<file path="src/rtl/ann_pkg.sv">
// Shared definitions for the ANN reduction stages: data width, FSM states,
// saturation constant and index-width helper.
package ann_pkg;

  localparam int ANN_DW = 16;
  localparam logic [ANN_DW-1:0] ANN_MAX_POS = {1'b0, {(ANN_DW-1){1'b1}}};

  typedef enum logic [1:0] {
    IDLE = 2'd0,
    SCAN = 2'd1,
    DONE = 2'd2
  } ann_state_e;

  // A single class still needs a one-bit index.
  function automatic int ann_idx_w(input int n);
    return (n > 1) ? $clog2(n) : 1;
  endfunction

endpackage

</file>
<file path="src/rtl/ann_argmax_classifier_if.sv">
// Handshake/result bundle for ann_argmax_classifier. out_margin exists only
// when ARGMAX_MARGIN_EN is defined.
interface ann_argmax_classifier_if
  import ann_pkg::*;
#(
  parameter int N_IN = 15,
  parameter int DW   = ANN_DW,
  parameter int IW   = ann_idx_w(N_IN)
);

  logic                 start;
  logic [N_IN*DW-1:0]   in_vec;
  logic                 busy;
  logic                 out_valid;
  logic [IW-1:0]        out_class;
  logic [DW-1:0]        out_value;
`ifdef ARGMAX_MARGIN_EN
  logic [DW-1:0]        out_margin;

  modport master (
    output start, in_vec,
    input  busy, out_valid, out_class, out_value, out_margin
  );

  modport slave (
    input  start, in_vec,
    output busy, out_valid, out_class, out_value, out_margin
  );
`else
  modport master (
    output start, in_vec,
    input  busy, out_valid, out_class, out_value
  );

  modport slave (
    input  start, in_vec,
    output busy, out_valid, out_class, out_value
  );
`endif

endinterface

</file>
<file path="src/rtl/ann_max_update.sv">
// Combinational running-max step shared by reduction stages; also tracks the
// runner-up when ARGMAX_MARGIN_EN is defined.
module ann_max_update
  import ann_pkg::*;
#(
  parameter int DW = ANN_DW
) (
  input  logic [DW-1:0] best_i,
  input  logic [DW-1:0] cand_i,
`ifdef ARGMAX_MARGIN_EN
  input  logic [DW-1:0] second_i,
  output logic [DW-1:0] second_o,
`endif
  output logic [DW-1:0] best_o,
  output logic          take_o
);

  // Strict compare keeps the earliest index on ties.
  always_comb begin
    take_o = $signed(cand_i) > $signed(best_i);
    best_o = take_o ? cand_i : best_i;
  end

`ifdef ARGMAX_MARGIN_EN
  always_comb begin
    second_o = second_i;
    if (take_o) begin
      second_o = best_i;
    end else if ($signed(cand_i) > $signed(second_i)) begin
      second_o = cand_i;
    end
  end
`endif

endmodule

</file>
<file path="src/rtl/ann_argmax_classifier.sv">
// Argmax over N_IN signed activations: parallel capture, one element per clock.
// Optional best-minus-second margin output under ARGMAX_MARGIN_EN.
//
// state | meaning
// IDLE  | waiting for start; results held
// SCAN  | comparing buffer[cnt] against running best, busy=1
// DONE  | result registers just updated, out_valid=1; start accepted here too
module ann_argmax_classifier
  import ann_pkg::*;
#(
  parameter int N_IN = 15,
  parameter int DW   = ANN_DW,
  parameter int IW   = ann_idx_w(N_IN)
) (
  input  logic                   clk,
  input  logic                   reset,
  ann_argmax_classifier_if.slave ctrl_if
);

  localparam logic [IW-1:0] LAST = IW'(N_IN - 1);

  ann_state_e    state_q;
  logic [DW-1:0] buf_q [N_IN];
  logic [DW-1:0] best_q;
  logic [IW-1:0] idx_q;
  logic [IW-1:0] cnt_q;
  logic          busy_q;
  logic          valid_q;
  logic [IW-1:0] class_q;
  logic [DW-1:0] value_q;

  logic [DW-1:0] cand;
  logic [DW-1:0] best_d;
  logic          take;

  assign cand = buf_q[cnt_q];

`ifdef ARGMAX_MARGIN_EN
  localparam logic [DW-1:0] MAX_POS = {1'b0, {(DW-1){1'b1}}};
  localparam logic [DW-1:0] MIN_NEG = {1'b1, {(DW-1){1'b0}}};

  logic [DW-1:0] second_q;
  logic [DW-1:0] second_d;
  logic [DW-1:0] margin_q;
  logic [DW-1:0] margin_d;
  logic [DW:0]   diff;

  ann_max_update #(.DW(DW)) u_max_update (
    .best_i   (best_q),
    .cand_i   (cand),
    .second_i (second_q),
    .second_o (second_d),
    .best_o   (best_d),
    .take_o   (take)
  );

  // best >= second always, so the widened difference is non-negative.
  assign diff     = {best_d[DW-1], best_d} - {second_d[DW-1], second_d};
  assign margin_d = (diff > {1'b0, MAX_POS}) ? MAX_POS : diff[DW-1:0];
`else
  ann_max_update #(.DW(DW)) u_max_update (
    .best_i (best_q),
    .cand_i (cand),
    .best_o (best_d),
    .take_o (take)
  );
`endif

  always_ff @(posedge clk) begin
    if (reset) begin
      state_q <= IDLE;
      busy_q  <= 1'b0;
      valid_q <= 1'b0;
      best_q  <= '0;
      idx_q   <= '0;
      cnt_q   <= '0;
      class_q <= '0;
      value_q <= '0;
      for (int k = 0; k < N_IN; k++) begin
        buf_q[k] <= '0;
      end
`ifdef ARGMAX_MARGIN_EN
      second_q <= '0;
      margin_q <= '0;
`endif
    end else begin
      valid_q <= 1'b0;
      case (state_q)
        SCAN: begin
          best_q <= best_d;
          if (take) begin
            idx_q <= cnt_q;
          end
          cnt_q <= cnt_q + 1'b1;
`ifdef ARGMAX_MARGIN_EN
          second_q <= second_d;
`endif
          if (cnt_q == LAST) begin
            class_q <= take ? cnt_q : idx_q;
            value_q <= best_d;
`ifdef ARGMAX_MARGIN_EN
            margin_q <= margin_d;
`endif
            state_q <= DONE;
            busy_q  <= 1'b0;
            valid_q <= 1'b1;
          end
        end
        default: begin
          if (ctrl_if.start) begin
            for (int k = 0; k < N_IN; k++) begin
              buf_q[k] <= ctrl_if.in_vec[k*DW +: DW];
            end
            best_q <= ctrl_if.in_vec[DW-1:0];
            idx_q  <= '0;
            cnt_q  <= IW'(1);
`ifdef ARGMAX_MARGIN_EN
            second_q <= MIN_NEG;
`endif
            if (N_IN > 1) begin
              state_q <= SCAN;
              busy_q  <= 1'b1;
            end else begin
              // Single class: nothing to scan, result is element 0.
              state_q <= DONE;
              valid_q <= 1'b1;
              class_q <= '0;
              value_q <= ctrl_if.in_vec[DW-1:0];
`ifdef ARGMAX_MARGIN_EN
              margin_q <= MAX_POS;
`endif
            end
          end else begin
            state_q <= IDLE;
          end
        end
      endcase
    end
  end

  assign ctrl_if.busy      = busy_q;
  assign ctrl_if.out_valid = valid_q;
  assign ctrl_if.out_class = class_q;
  assign ctrl_if.out_value = value_q;
`ifdef ARGMAX_MARGIN_EN
  assign ctrl_if.out_margin = margin_q;
`endif

endmodule

</file>
<file path="src/flat_wrapper.sv">
// flat-port wrapper written by rule: the top's interface ports become plain ports
module ann_argmax_classifier_flat import ann_pkg::*;
#(
  parameter int N_IN = 15,
  parameter int DW   = ANN_DW,
  parameter int IW   = ann_idx_w(N_IN)
)
  (clk, reset, ctrl_if_start, ctrl_if_in_vec, ctrl_if_busy, ctrl_if_out_valid, ctrl_if_out_class, ctrl_if_out_value);
  ann_argmax_classifier_if #(.N_IN(N_IN), .DW(DW), .IW(IW)) ctrl_if_i ();
  input  logic clk;
  input  logic reset;
  input wire logic [$bits(ctrl_if_i.start)-1:0] ctrl_if_start;
  input wire logic [$bits(ctrl_if_i.in_vec)-1:0] ctrl_if_in_vec;
  output wire logic [$bits(ctrl_if_i.busy)-1:0] ctrl_if_busy;
  output wire logic [$bits(ctrl_if_i.out_valid)-1:0] ctrl_if_out_valid;
  output wire logic [$bits(ctrl_if_i.out_class)-1:0] ctrl_if_out_class;
  output wire logic [$bits(ctrl_if_i.out_value)-1:0] ctrl_if_out_value;
  assign ctrl_if_i.start = ctrl_if_start;
  assign ctrl_if_i.in_vec = ctrl_if_in_vec;
  assign ctrl_if_busy = ctrl_if_i.busy;
  assign ctrl_if_out_valid = ctrl_if_i.out_valid;
  assign ctrl_if_out_class = ctrl_if_i.out_class;
  assign ctrl_if_out_value = ctrl_if_i.out_value;
  ann_argmax_classifier #(.N_IN(N_IN), .DW(DW), .IW(IW)) u_core (.clk(clk), .reset(reset), .ctrl_if(ctrl_if_i));
endmodule
</file>
<file path="config.mk">
export PLATFORM = sky130hd
export DESIGN_NAME = ann_argmax_classifier_flat
export DESIGN_NICKNAME = d
export VERILOG_FILES = /design/src/rtl/ann_pkg.sv /design/src/rtl/ann_argmax_classifier_if.sv /design/src/rtl/ann_max_update.sv /design/src/rtl/ann_argmax_classifier.sv /design/src/flat_wrapper.sv
export SDC_FILE = /design/constraint.sdc
export NUM_CORES = 1
export LEC_CHECK = 0
export ABC_AREA = 1
export CORE_MARGIN = 10
export CORE_UTILIZATION = 25
export CTS_CLUSTER_SIZE = 14
export DETAILED_ROUTE_END_ITERATION = 6
export GPL_TIMING_DRIVEN = 0
export MAX_ROUTING_LAYER = met4
export PLACE_DENSITY = 0.46
export SLEW_MARGIN = 10
export SYNTH_ARGS = -nofsm -noshare
export SYNTH_HDL_FRONTEND = slang
export SYNTH_HIERARCHICAL = 1
export SYNTH_SLANG_ARGS = --single-unit
</file>
<file path="constraint.sdc">
create_clock -name clk -period 23.2 [get_ports clk]
set_input_delay 4.64 -clock clk [delete_from_list [all_inputs] [get_ports clk]]
set_output_delay 4.64 -clock clk [all_outputs]
set_load 0.01 [all_outputs]
</file>
==> results of run 1 <==
[registers in the layout (all words and copies together) (netlist names), named ones only]
name                      count
u_core/best_q                16
u_core/cnt_q                  4
u_core/ctrl_if.out_class      4
u_core/ctrl_if.busy           1
u_core/ctrl_if.out_valid      1
u_core/buf_q                240
u_core/idx_q                  4
u_core/ctrl_if.out_value     16
u_core/state_q                2
[power by group through the flow]
stage                     combinational, W  sequential [W]  clock (W)
final                             0.000253        0.000621   0.000608
after global routing              0.000281        0.000624   0.000643
after CTS                         0.000256        0.000621   0.000625
after detailed placement          0.000255        0.000632          0
after global placement            0.000251        0.000642          0
after floorplan                   0.000140        0.000635          0
[per-layer routing]
layer	GRT usage [%]	part of all wire, %	vias to the layer above
li1	-	-	6112
met3	3.07	5.9	66
met5	-	0	-
met1	19.7	45	5720
met2	25.2	47	348
met4	4.78	2.4	0
[through the flow]
step	instance area, sq um	utilization [%]	setup WS (ns)	total power, W	hold slack, ns
global placement	18300	31.6	9.20	0.000892	0.449
global route	19700	34.0	16.41	0.00155	0.485
finish	19700	34.0	16.54	0.00148	0.470
floorplan	14700	-	12.50	0.000775	0.440
CTS	19700	34.0	16.55	0.00150	0.465
detailed placement	18400	31.8	15.95	0.000887	0.456
[placed cells by master, fill, tap and decap left out, types with 6 or more instances in the layout]
cell type,count
inv_1,356
clkbuf_16,42
buf_1,6
o21ai_0,10
clkdlybuf4s50_1,264
a31oi_1,11
nand2_1,516
buf_6,15
clkbuf_1,30
inv_2,7
nor2_1,261
buf_4,15
edfxtp_1,240
nand4_1,17
nand2_2,21
nand3_1,156
clkinv_2,6
or2_2,7
diode_2,6
buf_2,28
a21oi_1,12
dfxtp_1,52
ha_1,18
[worst max-delay path by stage]
| stage | from | to | depth (start not counted) |
|---|---|---|---|
| 2_1_floorplan | reset | u_core/buf_q[0][0]$_SDFFCE_PN0P_ | 3 |
| 3_3_place_gp | reset | u_core/buf_q[9][10]$_SDFFCE_PN0P_ | 4 |
| 3_5_place_dp | reset | u_core/buf_q[9][13]$_SDFFCE_PN0P_ | 7 |
| 4_1_cts | reset | u_core/buf_q[9][13]$_SDFFCE_PN0P_ | 7 |
| 5_1_grt | reset | u_core/buf_q[8][11]$_SDFFCE_PN0P_ | 7 |
| 6_report | reset | u_core/buf_q[9][13]$_SDFFCE_PN0P_ | 7 |
[logic make-up after synthesis]
logic type	synth area share (%)
compound gates	1.70
flops	56.0
simple gates	27.8
buf+inv	13.0
fa+ha+maj	1.53
[cell type report]
cell class | instances | share of cell area (%)
Multi-Input combinational cell | 1049 | 23.2
Antenna cell | 6 | 0.0760
Timing Repair Buffer | 268 | 13.9
Clock inverter | 20 | 1.08
Sequential cell | 292 | 41.8
Tap cell | 765 | 4.85
Inverter | 363 | 6.90
Buffer | 90 | 2.83
Clock buffer | 48 | 5.46
[worst reg2reg max path, stage by stage, from the launching register on]
cell and delay, ns:
dfxtp_1 0.30, buf_2 0.21, inv_2 0.20, buf_1 0.52
nand3_1 0.31, nand3_1 0.13, nand2_1 0.16, ha_1 0.35
a21oi_1 0.17, nand2_1 0.10, a21oi_2 0.17, nand3_2 0.23
nand3_4 0.23, buf_12 0.17, inv_2 0.07, or2_2 0.27
o21ai_0 0.13, or2_2 0.17, a21oi_1 0.05
==> results.md, run 1 <==
- Most used DFF post-synth: edfxtp_1
- Pre-Repair DR Iteration Count: 7
- Clock power frac: 41.0%
- Antenna viol nets, final: 0
- Clk_skew: 0.0272 ns
- Tmin final: 6.66 ns
- Max cap viols: 0
- Total Routing Usage GR: 15.7%
- Crit-path max cell delay: 0.50 ns
- Type of the worst min-delay path: flop to flop
- R2R Setup Slk: 19.12 ns
- Global route overflow: 0
- Period utilization: 28.7%
- Final hold vios: 0
- Area of the multi-input gates: 4570 sq um
- Synthesized cell area: 14700 sq um
- Hpwl dp: 42.8 mm
- Die Y: 263 um
- Row Count: 88
- RePlAce Congestion: 0.873
- DRC errors left: 0
- Initial Util: 25.4%
- Post-DR wirelength/cell: 18.6 um
- Switching power total: 0.000401 W
- Cell with the most instances after synthesis: nand2_1
- Post-synth ARST share: 0%
- CP Launch Type: input port
- Vias in the first global route: 12700
- Slowest CP cell: clkdlybuf4s50_1
- Slew @ Worst Pin: 0.835 ns
- Clk sinks: 292
- Setup Fix Bufs, Post-CTS: 0
- CTS tree: built
- Logic pwr share: 17.1%
- Syn avg cell area: 8.21 sq um
- Cells after Synth: 1794
- Largest cells by area after synthesis: edfxtp_1 (49%), nand2_1 (13%), inv_1 (9.1%)
- Status: complete, no violations
- Max clock buf depth: 3
- Sequential Power Share: 41.9%
- Crit. End Element: flop
- RSZ-0062 raised after global routing: no
- Largest net degree at the start of global routing: 64
- Gates resized, CTS repair: 0
- Reg-to-Reg End: u_core/idx_q[1]$_SDFFE_PP0N_
- Latest clock arrival within the worst-skew pair: 0.56 ns
- Clock transition at the registers of the reported paths: 0.05 ns
- Yosys top cell area share: 48.9%
- Max Slew Vio Count: 0
- Critical Path AT: 6.90 ns
- Critical path's most frequent cell: buf_16
- Critical-path cell list: clkdlybuf4s50_1, inv_1, buf_2, nand2_4, buf_16, buf_16, buf_12
- Leak: 9.20 nW
- Seq/Total Area, Yosys: 56.0%
- IO Count: 265
- R2r worst-path depth: 18
- Setup TNS: 0 ns
- Synthesis Warnings: 6
- Pwr dens: 75.0 nW/um^2
- Yosys reg bits: 292
- Via/cell ratio: 4.22
- Die area: 69000 sq um
- Commonest cells in the synthesized netlist: nand2_1 (517), inv_1 (356), nor2_1 (261), edfxtp_1 (240), nand3_1 (156)
- Fillers: 6097
- Placed cells: 2827
- Input/output buffers: 264
- Die width: 263 um
- Finished Layout Cells: 2901
- Setup-failing EPs final: 0
- First DRT Iteration DRCs: 767
- Crit path max-delay family: buffers and inverters
- Clock H-tree levels: 2
- Area Overhead vs Synth: 34.0%
- Total wire length: 53.9 mm
- Worst hold stages: 2
- Core area: 58000 sq um
- Internal power: 0.00108 W
- Relative slew slack: 44.3%
- NumNets Final: 2362
- Max rail drop VDD: 0.0402 mV
- Yosys cell types: 31
- CP required: 23.44 ns
- Post-synth net total: 2055
- Switching share of power: 27.1%
- Initial antenna violation count: 6
- Max FO, Critical Path: 58
- Root Buffer: clkbuf_16
- EDFF count, synth: 240
- Ratio of cells with drive above 1 in the final layout: 7.98%
- Hold endpoint: u_core/idx_q[2]$_SDFFE_PP0N_
- FMAX: 150 MHz
- Worst path bufs/invs: 6
- First-pass GRT wire length: 79.9 mm
- Worst setup path class: input port to flop
- Post-cts hold buffer count: 0
- Vias: 12200
- Area leader, netlist: edfxtp_1
- HP Start: u_core/idx_q[2]$_SDFFE_PP0N_
- CTS buffer count: 37
- Register area: 8250 sq um
Power figures use the tool's default switching activity.
==> inputs of run 2 (changes only) <==
--- a/config.mk
+++ b/config.mk
@@ -12,7 +12,7 @@
 export DETAILED_ROUTE_END_ITERATION = 6
 export GPL_TIMING_DRIVEN = 0
 export MAX_ROUTING_LAYER = met4
-export PLACE_DENSITY = 0.46
+export PLACE_DENSITY = 0.48
 export SLEW_MARGIN = 10
 export SYNTH_ARGS = -nofsm -noshare
 export SYNTH_HDL_FRONTEND = slang
==> constraint.sdc (replaced) <==
create_clock -name clk -period 5.7 [get_ports clk]
set_input_delay 1.14 -clock clk [delete_from_list [all_inputs] [get_ports clk]]
set_output_delay 1.14 -clock clk [all_outputs]
set_load 0.01 [all_outputs]
==> results.md, run 2 (synthesis gave the netlist of run 1 again) <==
- CTS buffer count: 36
- Latest clock arrival within the worst-skew pair: 0.55 ns
- Logic pwr share: 17.9%
- CP Launch Type: flop
- Antenna viol nets, final: 0
- Commonest non-fill, non-tap cell in the layout: nand2_1
- Final hold vios: 0
- Clock transition at the registers of the reported paths: 0.06 ns
- Status: complete, no violations
- Switching share of power: 27.5%
- Area Overhead vs Synth: 32.4%
- Largest net degree at the start of global routing: 88
- Met3 wire length: 3.26 mm
- Total Routing Usage GR: 15.7%
- Initial antenna violation count: 7
- Commonest non-fill, non-tap cells in the layout: nand2_1 (516), inv_1 (356), clkdlybuf4s50_1 (264)
- Hold Slack: 0.465 ns
- Internal power: 0.00416 W
- Die width: 263 um
- Post-route setup slack: 1.61 ns
- Total wire length: 54.1 mm
- Setup-failing EPs final: 0
- Critical Path AT: 4.49 ns
- Global route overflow: 0
- Row Count: 88
- First DRT Iteration DRCs: 846
- Place WS: 1.72 ns
- RePlAce Congestion: 0.876
- Max FO, Critical Path: 10
- Biggest register: u_core/buf_q
- Clock power frac: 38.0%
- First-pass GRT wire length: 79.5 mm
- Switching power total: 0.00157 W
- CTS tree: built
- Max cap viols: 0
- IO Count: 265
- Max clock buf depth: 3
- Pre-Repair DR Iteration Count: 5
- RSZ-0062 raised after global routing: no
- Clk_skew: 0.0167 ns
- Vias in the first global route: 12600
- Type of the worst min-delay path: flop to flop
- Core area: 58000 sq um
- Vias: 12300
- Max Slew Vio Count: 0
- Input/output buffers: 264
- CP required: 6.09 ns
- FMAX: 244 MHz
- Max rail drop VDD: 0.157 mV
- Hpwl dp: 42.8 mm
- Ratio of cells with drive above 1 in the final layout: 7.26%
- Slew @ Worst Pin: 0.907 ns
- Setup Fix Bufs, Post-CTS: 0
- Crit. End Element: flop
- Sequential Power Share: 44.2%
- Post-DR wirelength/cell: 18.7 um
- Initial Util: 25.4%
- Die Y: 263 um
- WL met1: 24.6 mm
- Die area: 69000 sq um
- Post-cts hold buffer count: 0
- Via/cell ratio: 4.25
- Setup TNS: 0 ns
- DRC errors left: 0
- Period utilization: 71.8%
- Met2 wire len: 24.6 mm
- Root Buffer: clkbuf_16
- Worst setup path class: flop to flop
- NumNets Final: 2359
- Pwr dens: 294 nW/um^2
- Relative slew slack: 39.5%
- Clk sinks: 292
- Top Metal Used: met4
- Leak: 9.08 nW
- Tmin final: 4.09 ns
- Gates resized, CTS repair: 0
- Max reg flops: 240
- Clock H-tree levels: 2
- Util after Layout: 33.6%
-- run 2: stage by stage --
stage	cell area [sq um]	total power, W	std cells
2_1_floorplan	14700	0.00314	1794
3_3_place_gp	18300	0.00361	2823
3_5_place_dp	18400	0.00360	2825
4_1_cts	19500	0.00580	2886
5_1_grt	19500	0.00600	2893
6_report	19500	0.00573	2893
-- run 2: critical path: stages (launching register included) --
cell,delay (ns)
dfxtp_1,0.30
buf_2,0.22
inv_2,0.20
buf_1,0.46
nand3_1,0.33
nand3_1,0.14
nand2_1,0.20
ha_1,0.37
a21oi_1,0.15
nand2_1,0.09
a21oi_2,0.18
nand3_2,0.24
nand3_4,0.24
buf_12,0.17
inv_2,0.07
or2_2,0.27
o21ai_0,0.09
or2_2,0.14
a21oi_1,0.05
-- run 2: layout make-up --
type	count	area (sq um)
Multi-Input combinational cell	1049	4580
Sequential cell	292	8250
Clock buffer	47	967
Fill cell	6071	38500
Clock inverter	14	123
Inverter	363	1360
Tap cell	765	957
Timing Repair Buffer	266	2700
Antenna cell	7	17.5
Buffer	90	558
-- run 2: worst paths after layout --
kind / from / to / slack, ns / cells after the start
setup / recovery: flop / u_core/idx_q[1]$_SDFFE_PP0N_ / 1.61 / 18
hold / removal: u_core/idx_q[0]$_SDFFE_PP0N_ / u_core/idx_q[0]$_SDFFE_PP0N_ / 0.46 / 2
setup reg to reg: flop / u_core/idx_q[1]$_SDFFE_PP0N_ / 1.61 / 18
hold reg to reg: u_core/idx_q[0]$_SDFFE_PP0N_ / u_core/idx_q[0]$_SDFFE_PP0N_ / 0.46 / 2
-- run 2: layer usage --
layer  track usage (%)  vias to the layer above
li1                  -                     6119
met1              20.0                     5721
met2              24.7                      375
met3              2.95                       85
met4              5.31                        0
met5                 -                        -
-- run 2: power by group through the flow --
| stage | clock [W] | combinational (W) | sequential [W] |
|---|---|---|---|
| floorplan | 0 | 0.000572 | 0.00257 |
| global placement | 0 | 0.00101 | 0.00260 |
| detailed placement | 0 | 0.00103 | 0.00258 |
| CTS | 0.00224 | 0.00103 | 0.00253 |
| global route | 0.00232 | 0.00114 | 0.00255 |
| finish | 0.00218 | 0.00102 | 0.00253 |
